## src/rtl/systolic_feeder_2x2_if.sv

```systemverilog
// ---------------------------------------------------------------------------
// systolic_feeder_2x2_if
//
// Host-side bundle of the 2x2 systolic feeder: the byte-wide matrix write
// port, the job start request and the valid/ready result channel.
//
// Signals:
//   load_en / load_addr / load_data  matrix register write (A at 0..3, B at 4..7)
//   start / relu_en                  job request and its ReLU selection
//   busy                             feeder is running a job or holding a result
//   res_valid / res_ready            result handshake
//   r00..r11                         captured 2*WIDTH-bit results
//
// Modports:
//   master  host / register-bus side (drives writes, start, res_ready)
//   slave   feeder side (drives busy, res_valid and the results)
// ---------------------------------------------------------------------------
interface systolic_feeder_2x2_if #(
  parameter int WIDTH = 8
);

  logic                 load_en;
  logic [2:0]           load_addr;
  logic [WIDTH-1:0]     load_data;
  logic                 start;
  logic                 relu_en;
  logic                 busy;
  logic                 res_valid;
  logic                 res_ready;
  logic [2*WIDTH-1:0]   r00;
  logic [2*WIDTH-1:0]   r01;
  logic [2*WIDTH-1:0]   r10;
  logic [2*WIDTH-1:0]   r11;

  modport master (
    output load_en, load_addr, load_data, start, relu_en, res_ready,
    input  busy, res_valid, r00, r01, r10, r11
  );

  modport slave (
    input  load_en, load_addr, load_data, start, relu_en, res_ready,
    output busy, res_valid, r00, r01, r10, r11
  );

endinterface

```

## src/rtl/systolic_feeder_2x2.sv

```systemverilog
// ---------------------------------------------------------------------------
// systolic_feeder_2x2
//
// Sequencer for a 2x2 output-stationary systolic array. The host writes the
// 2x2 operand matrices A and B through the interface write port and pulses
// start. The feeder then clears the array, streams three skewed operand beats
// into its row/column inputs, waits DRAIN_CYCLES for the array pipeline to
// settle, captures the four accumulators and offers them on a valid/ready
// result channel. No arithmetic is done here; ReLU is applied inside the
// array, the feeder only holds the activation select steady for the job.
//
// Parameters:
//   WIDTH         operand width (results are 2*WIDTH)
//   DRAIN_CYCLES  wait after the last feed beat before capture (>= 2)
//
// Ports:
//   clk                  clock, rising edge
//   rst                  synchronous active-low reset (0 = reset)
//   host                 systolic_feeder_2x2_if.slave (writes, start, results)
//   clear                one-cycle accumulator clear to the array
//   activation           ReLU select to the array, held for the whole job
//   a_data0 / a_data1    row-0 / row-1 operand streams
//   b_data0 / b_data1    column-0 / column-1 operand streams
//   c00..c11             array accumulator outputs
//   job_count            (only with SYSTOLIC_FEEDER_JOBCNT_EN) number of
//                        completed result handshakes, 16-bit wrapping
//
// Optional feature macro: SYSTOLIC_FEEDER_JOBCNT_EN
// ---------------------------------------------------------------------------
module systolic_feeder_2x2 #(
  parameter int WIDTH        = 8,
  parameter int DRAIN_CYCLES = 2
) (
  input  logic                clk,
  input  logic                rst,
  systolic_feeder_2x2_if.slave host,
  output logic                clear,
  output logic                activation,
  output logic [WIDTH-1:0]    a_data0,
  output logic [WIDTH-1:0]    a_data1,
  output logic [WIDTH-1:0]    b_data0,
  output logic [WIDTH-1:0]    b_data1,
  input  logic [2*WIDTH-1:0]  c00,
  input  logic [2*WIDTH-1:0]  c01,
  input  logic [2*WIDTH-1:0]  c10,
  input  logic [2*WIDTH-1:0]  c11
`ifdef SYSTOLIC_FEEDER_JOBCNT_EN
  ,
  output logic [15:0]         job_count
`endif
);

  localparam logic [2:0] S_IDLE  = 3'd0;
  localparam logic [2:0] S_CLEAR = 3'd1;
  localparam logic [2:0] S_FEED  = 3'd2;
  localparam logic [2:0] S_DRAIN = 3'd3;
  localparam logic [2:0] S_DONE  = 3'd4;

  localparam logic [1:0] LAST_STEP  = 2'd2;
  localparam logic [7:0] DRAIN_LAST = 8'(DRAIN_CYCLES - 1);

  // Matrix register file: index 0..3 = A00,A01,A10,A11; 4..7 = B00,B01,B10,B11
  localparam int A00 = 0;
  localparam int A01 = 1;
  localparam int A10 = 2;
  localparam int A11 = 3;
  localparam int B00 = 4;
  localparam int B01 = 5;
  localparam int B10 = 6;
  localparam int B11 = 7;

  logic [2:0]          state;
  logic [1:0]          step;
  logic [7:0]          drain_cnt;
  logic [WIDTH-1:0]    mat [8];
  logic [2*WIDTH-1:0]  r00_q;
  logic [2*WIDTH-1:0]  r01_q;
  logic [2*WIDTH-1:0]  r10_q;
  logic [2*WIDTH-1:0]  r11_q;
  logic                handshake;

  assign handshake = (state == S_DONE) && host.res_ready;

  // Job sequencing, matrix writes and result capture. Writes and start are
  // only honoured in IDLE, so a write arriving together with start lands in
  // the register file before CLEAR and is seen by the job it starts.
  always_ff @(posedge clk) begin
    if (!rst) begin
      state      <= S_IDLE;
      step       <= 2'd0;
      drain_cnt  <= 8'd0;
      activation <= 1'b0;
      r00_q      <= '0;
      r01_q      <= '0;
      r10_q      <= '0;
      r11_q      <= '0;
      for (int i = 0; i < 8; i++) begin
        mat[i] <= '0;
      end
    end else begin
      case (state)
        S_IDLE: begin
          if (host.load_en) begin
            mat[host.load_addr] <= host.load_data;
          end
          if (host.start) begin
            activation <= host.relu_en;
            state      <= S_CLEAR;
          end
        end
        S_CLEAR: begin
          step  <= 2'd0;
          state <= S_FEED;
        end
        S_FEED: begin
          if (step == LAST_STEP) begin
            drain_cnt <= 8'd0;
            state     <= S_DRAIN;
          end else begin
            step <= step + 2'd1;
          end
        end
        S_DRAIN: begin
          // PE11 sees its last product one beat after the feed ends, so
          // the capture must wait for the full pipeline depth.
          if (drain_cnt == DRAIN_LAST) begin
            r00_q <= c00;
            r01_q <= c01;
            r10_q <= c10;
            r11_q <= c11;
            state <= S_DONE;
          end else begin
            drain_cnt <= drain_cnt + 8'd1;
          end
        end
        S_DONE: begin
          if (host.res_ready) begin
            activation <= 1'b0;
            state      <= S_IDLE;
          end
        end
        default: begin
          state <= S_IDLE;
        end
      endcase
    end
  end

`ifdef SYSTOLIC_FEEDER_JOBCNT_EN
  // Completed-job counter; wraps naturally at 16 bits.
  always_ff @(posedge clk) begin
    if (!rst) begin
      job_count <= 16'd0;
    end else if (handshake) begin
      job_count <= job_count + 16'd1;
    end
  end
`endif

  // Array drive decoded from the registered state. The skew puts the A row-1
  // and B column-1 streams one beat behind row/column 0, so PE(i,j) meets
  // A(i,k) and B(k,j) on the same cycle after the in-array forwarding delay.
  always_comb begin
    clear   = 1'b0;
    a_data0 = '0;
    a_data1 = '0;
    b_data0 = '0;
    b_data1 = '0;
    case (state)
      S_CLEAR: begin
        clear = 1'b1;
      end
      S_FEED: begin
        case (step)
          2'd0: begin
            a_data0 = mat[A00];
            b_data0 = mat[B00];
          end
          2'd1: begin
            a_data0 = mat[A01];
            a_data1 = mat[A10];
            b_data0 = mat[B10];
            b_data1 = mat[B01];
          end
          2'd2: begin
            a_data1 = mat[A11];
            b_data1 = mat[B11];
          end
          default: begin
            a_data0 = '0;
          end
        endcase
      end
      default: begin
        clear = 1'b0;
      end
    endcase
  end

  assign host.busy      = (state != S_IDLE);
  assign host.res_valid = (state == S_DONE);
  assign host.r00       = r00_q;
  assign host.r01       = r01_q;
  assign host.r10       = r10_q;
  assign host.r11       = r11_q;

endmodule

```

## src/flat_wrapper.sv

```systemverilog
// flat-port wrapper written by rule: the top's interface ports become plain ports
module systolic_feeder_2x2_flat 
#(
  parameter int WIDTH        = 8,
  parameter int DRAIN_CYCLES = 2
)
  (clk, rst, clear, activation, a_data0, a_data1, b_data0, b_data1, c00, c01, c10, c11, host_load_en, host_load_addr, host_load_data, host_start, host_relu_en, host_res_ready, host_busy, host_res_valid, host_r00, host_r01, host_r10, host_r11);
  systolic_feeder_2x2_if #(.WIDTH(WIDTH)) host_i ();
  input  logic clk;
  input  logic rst;
  output logic clear;
  output logic activation;
  output logic [WIDTH-1:0] a_data0;
  output logic [WIDTH-1:0] a_data1;
  output logic [WIDTH-1:0] b_data0;
  output logic [WIDTH-1:0] b_data1;
  input  logic [2*WIDTH-1:0] c00;
  input  logic [2*WIDTH-1:0] c01;
  input  logic [2*WIDTH-1:0] c10;
  input  logic [2*WIDTH-1:0] c11;
  input wire logic [$bits(host_i.load_en)-1:0] host_load_en;
  input wire logic [$bits(host_i.load_addr)-1:0] host_load_addr;
  input wire logic [$bits(host_i.load_data)-1:0] host_load_data;
  input wire logic [$bits(host_i.start)-1:0] host_start;
  input wire logic [$bits(host_i.relu_en)-1:0] host_relu_en;
  input wire logic [$bits(host_i.res_ready)-1:0] host_res_ready;
  output wire logic [$bits(host_i.busy)-1:0] host_busy;
  output wire logic [$bits(host_i.res_valid)-1:0] host_res_valid;
  output wire logic [$bits(host_i.r00)-1:0] host_r00;
  output wire logic [$bits(host_i.r01)-1:0] host_r01;
  output wire logic [$bits(host_i.r10)-1:0] host_r10;
  output wire logic [$bits(host_i.r11)-1:0] host_r11;
  assign host_i.load_en = host_load_en;
  assign host_i.load_addr = host_load_addr;
  assign host_i.load_data = host_load_data;
  assign host_i.start = host_start;
  assign host_i.relu_en = host_relu_en;
  assign host_i.res_ready = host_res_ready;
  assign host_busy = host_i.busy;
  assign host_res_valid = host_i.res_valid;
  assign host_r00 = host_i.r00;
  assign host_r01 = host_i.r01;
  assign host_r10 = host_i.r10;
  assign host_r11 = host_i.r11;
  systolic_feeder_2x2 #(.WIDTH(WIDTH), .DRAIN_CYCLES(DRAIN_CYCLES)) u_core (.clk(clk), .rst(rst), .host(host_i), .clear(clear), .activation(activation), .a_data0(a_data0), .a_data1(a_data1), .b_data0(b_data0), .b_data1(b_data1), .c00(c00), .c01(c01), .c10(c10), .c11(c11));
endmodule
```

## config.mk

```make
export PLATFORM = sky130hd
export DESIGN_NAME = systolic_feeder_2x2_flat
export DESIGN_NICKNAME = d
export VERILOG_FILES = /design/src/rtl/systolic_feeder_2x2_if.sv /design/src/rtl/systolic_feeder_2x2.sv /design/src/flat_wrapper.sv
export SDC_FILE = /design/constraint.sdc
export NUM_CORES = 1
export LEC_CHECK = 0
export BUFFER_PORTS_ARGS = -buffer_cell sky130_fd_sc_hd__buf_2
export CAP_MARGIN = 0
export CORE_AREA = 2 2 111 113
export CTS_CLUSTER_SIZE = 10
export DETAILED_ROUTE_END_ITERATION = 10
export DIE_AREA = 0 0 113 115
export GPL_ROUTABILITY_DRIVEN = 0
export MAX_ROUTING_LAYER = met4
export PLACE_DENSITY = 0.88
export SKIP_LAST_GASP = 1
export SLEW_MARGIN = 20
export SYNTH_ARGS = -nofsm -noshare
export SYNTH_HDL_FRONTEND = slang
export SYNTH_SLANG_ARGS = --single-unit
```

## constraint.sdc

```tcl
create_clock -name clk -period 4.3 [get_ports clk]
set_input_delay 0.86 -clock clk [delete_from_list [all_inputs] [get_ports clk]]
set_output_delay 0.86 -clock clk [all_outputs]
set_load 0.02 [all_outputs]
```

==> flow_summary.toml, run 1 <==
[critical_path]
r2r-start = "u_core.drain_cnt[0]"
rrSetupSlack_ps = 1820
r2r_cells = 5
r2r-end = "u_core.host.r01[4]"
start_kind = "register"
path_class = "reg -> out"
slowest_stage = "dfxtp_1"
crit_fanout = 16
end_kind = "primary output"
arrival_ps = 2150
max_stage_delay_ps = 630
path_cells = "nand3_1 > nor2_1 > buf_2"
cp.required_ps = 3440

[grt]
met1_usage_pct = 26.7
grt_pass1_vias = 4735
met3_usage_pct = 5.11
grt_pass1_wl_mm = 22.6
grt_usage_pct = 22.9
gr-usage-met2_pct = 38.1
overflow = 0
grt_max_degree = 83
busiest_layer = "met2"
antenna_found_initial = 0

[logic_synthesis]
synth_nets = 683
synthArstFlopShare_pct = 0
ys_dominant_reg_cell = "dfxtp_1"
netlist_area_um2 = 6440
yosys.area.top_type = "edfxtp_1"
avgSynthCellArea_um2 = 10.8
netlist_instances = 597
synth.distinct_cells = 47
yosysSeqAreaShare_pct = 54.0
synth_top_area_share_pct = 29.8
yosysMostFrequentCell = "nand2_1"
synth_edf_count = 64
synth_commonest_cells = "nand2_1 (85), dfxtp_1 (78), and2_1 (65)"
synthTopCellsByArea = "edfxtp_1 (30%), dfxtp_1 (24%), a21boi_2 (8.9%)"
ys_ff_latch = 142
yosysWarnings = 0

[routing]
dr.pass1.iters = 8
drt-total-wl_mm = 14.3
post_drt_wl_per_cell_um = 15.5
viasPerCell = 5.39
drt_iter0_markers = 395
via_count = 4967
drc = 19
drtAntennaViolNets = 0

[clock_network]
clk_pin_slew_ps = 60
ctsHoldBuffers = 0
clockBufferDepth = 2
cts_setup_buffers = 0
numCtsBuffers = 17
clk_latency_ps = 420
h-tree-depth = 4
cts_tree = "done"
cts-root-buf = "clkbuf_16"
cts.sinks = 142
cts_resized = 0

[finish]
insertedDiodeCount = 0
drive_gt1_share_pct = 41.7
final_nets = 848
n_fill_cell = 929
layout.cells.non_filler = 922
area_delta_synth_final_pct = 23.2

[flow_run]
maxCapViolCount = 0

[timing]
fmax_mhz = 332
final-setup-viol-count = 0
finalSetupTns_ps = 0
holdWs_ps = 459
post-route-period-util_pct = 70.0
slew_violations = 0
maxSlewHeadroom_pct = 31.2
hold_viol_final = 0
skew_ps = 12.0
worst_pin_slew_ps = 1020
period_needed_ps = 3010
rsz0062_at_grt = "no"

[power_and_ir_drop]
p_per_area_nw_per_um2 = 399
leakagePower_nw = 3.19
vdd.ir_drop.worst_mv = 0.277

[floorplanning]
start_util_pct = 54.6
die_h_um = 115
die_x_um = 113
io_pins = 181
core.rowCount = 40
design.core.area_um2 = 11800
die-area_um2 = 13000

[min_path]
hold_class = "reg -> reg"
hold_path_depth = 2
hold-path-endpoint = "u_core.host.r10[9]"
min-delay-start = "u_core.host.r10[9]"

[place]
place_hpwl_mm = 9.90
io_buffers = 180
dp.cells = 890

[outcome]
status = "finished with violations"
violations = "DRC"
## cell families after synthesis
family | synth area share, %
AND/OR/NAND/NOR | 23.2
flip-flops | 54.0
buffers and inverters | 4.15
XOR/XNOR | 0.136
multiplexers | 0.621
AO/OA/AOI/OAI | 16.9
adder cells (fa/ha/maj) | 0.971
## cells in the final DEF (no fill, tap or decap), types with 2 or more instances in the layout
master	count
nor3_1	4
ha_1	4
nand2_1	85
o21ai_1	5
inv_1	6
buf_2	180
nand4_1	4
dfxtp_1	78
and2_1	65
nand3_1	3
nand2b_1	4
clkbuf_16	20
nor3_2	4
o21ai_0	3
clkinvlp_4	3
buf_4	2
nand2_2	50
o21a_1	3
a21o_1	2
nor2b_1	2
a31oi_1	2
a21boi_0	15
a21boi_2	51
a22oi_1	32
mux2i_1	4
edfxtp_1	64
nand4b_1	2
and4_1	2
nor2_1	45
clkbuf_8	5
nor3b_1	3
## power breakdown
part	leakage [nW]	switching [W]	internal, W
logic	1.59	0.000109	0.0000741
clock network	0.306	0.000552	0.000978
registers	1.29	0.0000170	0.00144
total	3.19	0.000677	0.00249
## metal layers
| metal | vias up | share of wire, % |
|---|---|---|
| met5 | - | 0 |
| met4 | 0 | 2.2 |
| met3 | 31 | 8.1 |
| met2 | 241 | 49 |
| met1 | 2300 | 40 |
| li1 | 2395 | - |
## per-stage QoR
| step | setup slack [ps] | power (W) | utilization (%) | area (um^2) |
|---|---|---|---|---|
| floorplan | 1930 | 0.00158 | - | 6440 |
| global placement | 1590 | 0.00166 | 61.8 | 7300 |
| detailed placement | 1510 | 0.00167 | 61.8 | 7300 |
| CTS | 1060 | 0.00319 | 67.2 | 7940 |
| global route | 1130 | 0.00327 | 67.2 | 7940 |
| finish | 1290 | 0.00317 | 67.2 | 7940 |
## flip-flops by register name (all words and copies together) (netlist names)
| register | count |
|---|---|
| u_core.host.r11 | 16 |
| u_core.activation | 1 |
| u_core.mat | 64 |
| u_core.host.r01 | 16 |
| u_core.step | 2 |
| u_core.host.r10 | 16 |
| u_core.host.r00 | 16 |
| u_core.state | 3 |
| u_core.drain_cnt | 8 |
## worst max-delay path by stage
stage / startpoint / end / depth (start not counted)
floorplan: u_core.step[0] / a_data1[4] / 6
global placement: u_core.step[1] / a_data0[0] / 5
detailed placement: host_load_addr[0] / u_core.mat[2][4] / 3
CTS: u_core.step[1] / b_data1[1] / 5
global route: u_core.state[1] / a_data1[7] / 3
finish: u_core.state[1] / a_data1[3] / 3
## worst max-delay path: cells and delay by family (launching register included)
kind                   cells  cell delay, ps
flip-flops                 1             630
AND/OR/NAND/NOR            2             900
buffers and inverters      1             200
## final cells by class
class	count	area [um^2]	area share, %
sequential	142	3480	43.9
multi-input combinational	413	2700	34.0
timing repair buffer	182	916	11.5
clock buffer	26	573	7.22
tap	147	184	2.32
clock inverter	6	66.3	0.835
inverter	6	22.5	0.284
No activity file was read; power rests on OpenSTA's default activity.
==> run 2, diff against run 1 <==
--- a/config.mk
+++ b/config.mk
@@ -7,13 +7,13 @@
 export LEC_CHECK = 0
 export BUFFER_PORTS_ARGS = -buffer_cell sky130_fd_sc_hd__buf_2
 export CAP_MARGIN = 0
-export CORE_AREA = 2 2 111 113
+export CORE_AREA = 2 2 115 117
 export CTS_CLUSTER_SIZE = 10
 export DETAILED_ROUTE_END_ITERATION = 10
-export DIE_AREA = 0 0 113 115
+export DIE_AREA = 0 0 117 119
 export GPL_ROUTABILITY_DRIVEN = 0
 export MAX_ROUTING_LAYER = met4
-export PLACE_DENSITY = 0.88
+export PLACE_DENSITY = 0.83
 export SKIP_LAST_GASP = 1
 export SLEW_MARGIN = 20
 export SYNTH_ARGS = -nofsm -noshare
==> constraint.sdc (replaced) <==
create_clock -name clk -period 2.9 [get_ports clk]
set_input_delay 0.58 -clock clk [delete_from_list [all_inputs] [get_ports clk]]
set_output_delay 0.58 -clock clk [all_outputs]
set_load 0.02 [all_outputs]
==> flow_summary.toml, run 2 (synthesis results as in run 1) <==
[finish]
largest_register_ffs = 64
mostFrequentLayoutCells = "buf_2 (180), nand2_1 (85), dfxtp_1 (78)"
area_delta_synth_final_pct = 24.7
drive_gt1_share_pct = 41.6
insertedDiodeCount = 0
final_nets = 861
largest_register = "u_core.mat"
layout_commonest_cell = "buf_2"

[critical_path]
cp.required_ps = 2320
cp_top_family = "simple AND/OR/NAND/NOR gates"
path_cells = "inv_1 > ha_1 > nand3_1 > nor2_1 > buf_2"
r2r_cells = 4
crit_fanout = 16
worst-path-stages = 5
crit_end = "b_data1[7]"
max_stage_delay_ps = 490
r2r-end = "u_core.mat[0][5]"
rrSetupSlack_ps = 690
path_buf_inv = 2
cp-startpoint = "u_core.step[0]"
path_class = "reg -> out"
slowest_stage = "nand3_1"
r2r-start = "u_core.state[0]"
start_kind = "register"
end_kind = "primary output"
arrival_ps = 2100

[floorplanning]
die-area_um2 = 13900
die_x_um = 117
design.core.area_um2 = 12900
die_h_um = 119
io_pins = 181
core.rowCount = 42
start_util_pct = 50.1

[clock_network]
cts.sinks = 142
cts-root-buf = "clkbuf_16"
cts_setup_buffers = 0
ctsHoldBuffers = 0
cts_tree = "done"
clk_latency_ps = 420
clockBufferDepth = 2
cts_resized = 0
h-tree-depth = 4
numCtsBuffers = 17
clk_pin_slew_ps = 50

[timing]
skew_ps = 5.52
fmax_mhz = 373
hold_viol_final = 0
post-route-period-util_pct = 92.4
worst_pin_slew_ps = 671
final-setup-viol-count = 0
holdWs_ps = 396
rsz0062_at_grt = "no"
slew_violations = 0
maxSlewHeadroom_pct = 55.1
period_needed_ps = 2680
finalSetupTns_ps = 0

[grt]
overflow = 0
grt_usage_pct = 20.6
grt_pass1_wl_mm = 21.5
grt_pass1_vias = 4431
grt_max_degree = 51
antenna_found_initial = 0

[outcome]
status = "complete, no violations"

[routing]
drt-total-wl_mm = 13.8
drtAntennaViolNets = 0
post_drt_wl_per_cell_um = 14.3
dr.pass1.iters = 5
drt_iter0_markers = 277
viasPerCell = 5.05
drc = 0
via_count = 4870

[min_path]
min-delay-start = "c01[8]"
hold_class = "in -> reg"

[place]
io_buffers = 180
place_hpwl_mm = 9.65

[power_and_ir_drop]
vdd.ir_drop.worst_mv = 0.449
leakagePower_nw = 3.24
p_per_area_nw_per_um2 = 569

[flow_run]
maxCapViolCount = 0
==> run 2: how the worst min path moves through the flow <==
stage                                to  slack (ps)  cells after the start
finish               u_core.host.r01[8]         400                      3
global route         u_core.host.r00[3]         380                      3
CTS                  u_core.host.r01[8]         380                      3
detailed placement  u_core.host.r11[13]         450                      2
global placement     u_core.host.r01[2]         450                      2
floorplan           u_core.drain_cnt[3]         510                      1
==> run 2: area by class of cell <==
class                   count  area (um^2)
inverters                   6         22.5
clock buffers              23          458
fillers                  1040         4840
multi-input cells         413         2690
well taps                 176          220
repair buffers            195         1040
clock inverters             9          119
flip-flops and latches    142         3480
==> run 2: per-stage QoR <==
stage	cell area [um^2]	total power [W]	setup WS, ps	cells	utilization (%)
finish	8040	0.00457	220	964	62.4
global route	8040	0.00473	86.2	964	62.4
CTS	8040	0.00460	214	964	62.4
detailed placement	7460	0.00248	652	932	57.9
global placement	7460	0.00248	766	932	57.9
floorplan	6440	0.00235	809	597	-
==> run 2: report_power, final <==
part | internal (W) | switching [W] | total, W | leakage, nW
Clock | 0.00136 | 0.000764 | 0.00213 | 0.278
Sequential | 0.00214 | 0.0000191 | 0.00216 | 1.29
Combinational | 0.000118 | 0.000169 | 0.000287 | 1.67
Total | 0.00362 | 0.000953 | 0.00457 | 3.24
==> run 2: worst reg2reg max path, cell delays in order, from the launching register on <==
cell	delay (ps)
dfxtp_1	430
nor3_2	320
nand4b_1	320
nor3_2	400
nand2b_1	390
==> run 2: metal layers <==
layer / GRT usage (%) / wire length [um] / vias to the layer above
li1: - / - / 2415
met1: 25.1 / 5750 / 2232
met2: 32.6 / 6700 / 203
met3: 5.75 / 1080 / 20
met4: 7.65 / 220 / 0
met5: - / 0 / -
==> run 3, diff against run 2 <==
--- a/config.mk
+++ b/config.mk
@@ -5,12 +5,14 @@
 export SDC_FILE = /design/constraint.sdc
 export NUM_CORES = 1
 export LEC_CHECK = 0
+export ABC_AREA = 1
 export BUFFER_PORTS_ARGS = -buffer_cell sky130_fd_sc_hd__buf_2
 export CAP_MARGIN = 0
-export CORE_AREA = 2 2 115 117
+export CORE_AREA = 2 2 112 114
+export CTS_BUF_LIST = sky130_fd_sc_hd__clkbuf_16
 export CTS_CLUSTER_SIZE = 10
 export DETAILED_ROUTE_END_ITERATION = 10
-export DIE_AREA = 0 0 117 119
+export DIE_AREA = 0 0 114 116
 export GPL_ROUTABILITY_DRIVEN = 0
 export MAX_ROUTING_LAYER = met4
 export PLACE_DENSITY = 0.83
==> flow_summary.toml, run 3 <==
[outcome]
status = "complete, no violations"

[timing]
hold_viol_final = 0
fmax_mhz = 396
worst_pin_slew_ps = 747
finalSetupTns_ps = 0
fin_ws_ps = 372
slew_violations = 0
post-route-period-util_pct = 87.2
rsz0062_at_grt = "no"
period_needed_ps = 2530
final-setup-viol-count = 0
maxSlewHeadroom_pct = 50.2
skew_ps = 6.95

[grt]
grt_pass1_vias = 4714
grt_max_degree = 69
antenna_found_initial = 0
met1_usage_pct = 27.6
busiest_layer = "met2"
met3_usage_pct = 5.23
grt_pass1_wl_mm = 22.7
gr-usage-met2_pct = 36.8
grt_usage_pct = 23.2
overflow = 0

[floorplanning]
core.rowCount = 40
design.core.area_um2 = 11900
start_util_pct = 50.4
die-area_um2 = 13200
io_pins = 181
die_h_um = 116
die_x_um = 114

[critical_path]
cp_top_family = "adder cells"
cp.required_ps = 2320
max_stage_delay_ps = 650
start_kind = "register"
path_class = "reg -> out"
path_buf_inv = 2
end_kind = "primary output"
arrival_ps = 1950
path_cells = "inv_1 > ha_1 > nand2_1 > a21oi_1 > buf_2"
crit_fanout = 19
slowest_stage = "ha_1"

[place]
placed_area_um2 = 6910
place_hpwl_mm = 10.2
dp_slack_ps = 790
io_buffers = 180

[routing]
drtAntennaViolNets = 0
via_count = 5289
drc = 0
dr.pass1.iters = 5
drt_iter0_markers = 491
post_drt_wl_per_cell_um = 14.8
viasPerCell = 5.20
drt-total-wl_mm = 15.1

[logic_synthesis]
avgSynthCellArea_um2 = 8.67
synth.distinct_cells = 24
ys_dominant_reg_cell = "dfxtp_1"
synth_top_area_share_pct = 32.0
synthArstFlopShare_pct = 0
yosys.area.top_type = "edfxtp_1"
synthTopCellsByArea = "edfxtp_1 (32%), dfxtp_1 (26%), nand2_1 (10%)"
netlist_area_um2 = 6000
synth_commonest_cells = "nand2_1 (167), a21oi_1 (108), nand3_1 (83), nor2_1 (83), dfxtp_1 (78)"
yosysSeqAreaShare_pct = 58.0
ys_ff_latch = 142
netlist_instances = 692
synth_nets = 778
synth_edf_count = 64
yosysWarnings = 0
yosysMostFrequentCell = "nand2_1"

[finish]
largest_register_ffs = 64
final_area_um2 = 7420
layout_commonest_cell = "buf_2"
largest_register = "u_core.mat"
drive_gt1_share_pct = 27.1
final_nets = 943
area_delta_synth_final_pct = 23.7
mostFrequentLayoutCells = "buf_2 (180), nand2_1 (166), a21oi_1 (108)"
n_fill_cell = 1023

[clock_network]
clk_pin_slew_ps = 60
clockBufferDepth = 2
numCtsBuffers = 17
cts-root-buf = "clkbuf_16"
h-tree-depth = 4
cts_resized = 0
ctsHoldBuffers = 0
cts_setup_buffers = 0
cts_tree = "done"
clk_latency_ps = 420
cts.sinks = 142

[power_and_ir_drop]
vdd.ir_drop.worst_mv = 0.305
p_per_area_nw_per_um2 = 623
leakagePower_nw = 3.25

[flow_run]
maxCapViolCount = 0

[min_path]
hold_class = "in -> reg"
[run 3: cell types whose count changed after synthesis, sizes merged, moves of 6 or more]
cell,before,now
a21boi,66,0
a21oi,0,108
a22oi,32,0
and2,65,0
buf,14,25
clkbuf,22,16
inv,6,40
nand2,135,178
nand3,4,84
nor2,45,86
nor3,8,2
[run 3: layout make-up]
class / count / area [um^2] / share of cell area [%]
Sequential cell: 142 / 3480 / 46.9
Multi-Input combinational cell: 469 / 2120 / 28.6
Timing Repair Buffer: 187 / 966 / 13.0
Clock buffer: 18 / 450 / 6.07
Tap cell: 147 / 184 / 2.48
Inverter: 40 / 153 / 2.06
Clock inverter: 14 / 60.1 / 0.809
Antenna cell: 1 / 2.50 / 0.0337
[run 3: cell families after synthesis]
kind of cell,after synthesis,synth area share (%)
AND/OR/NAND/NOR,352,24.9
AO/OA/AOI/OAI,112,9.38
flip-flops,142,58.0
buffers and inverters,81,6.59
adder cells (fa/ha/maj),5,1.04
[run 3: power by group]
group | leakage [nW] | total (W) | internal [W] | switching (W)
clock | 0.280 | 0.00187 | 0.00111 | 0.000768
combinational | 1.67 | 0.000564 | 0.000156 | 0.000408
sequential | 1.29 | 0.00218 | 0.00215 | 0.0000315
total | 3.25 | 0.00462 | 0.00342 | 0.00121
[run 3: worst min-delay path: stages]
cell and delay, ps:
buf_2 100, nand3_1 70, a21oi_1 60
[run 3: per-stage QoR]
step                std cells  hold slack [ps]  total power, W  utilization (%)
global placement          985              446         0.00278             58.0
CTS                      1017              415         0.00465             62.3
floorplan                 692              456         0.00260                -
finish                   1018              431         0.00462             62.3
detailed placement        985              451         0.00278             58.0
global route             1017              422         0.00480             62.3
[run 3: path summary, 6_finish.rpt]
check	start	to	slack [ps]	cells past startpoint
min reg2reg	u_core.host.r00[9]	u_core.host.r00[9]	460	2
max	u_core.step[0]	b_data1[6]	370	5
max reg2reg	u_core.drain_cnt[0]	u_core.host.r01[5]	1090	8
min	c10[7]	u_core.host.r10[7]	430	3
[run 3: layer usage]
layer / wire length (um) / vias to the layer above / part of all wire, %
met5: 0 / - / 0
met3: 846 / 32 / 5.6
met2: 7560 / 198 / 50
met1: 6200 / 2439 / 41
met4: 466 / 0 / 3.1
li1: - / 2620 / -
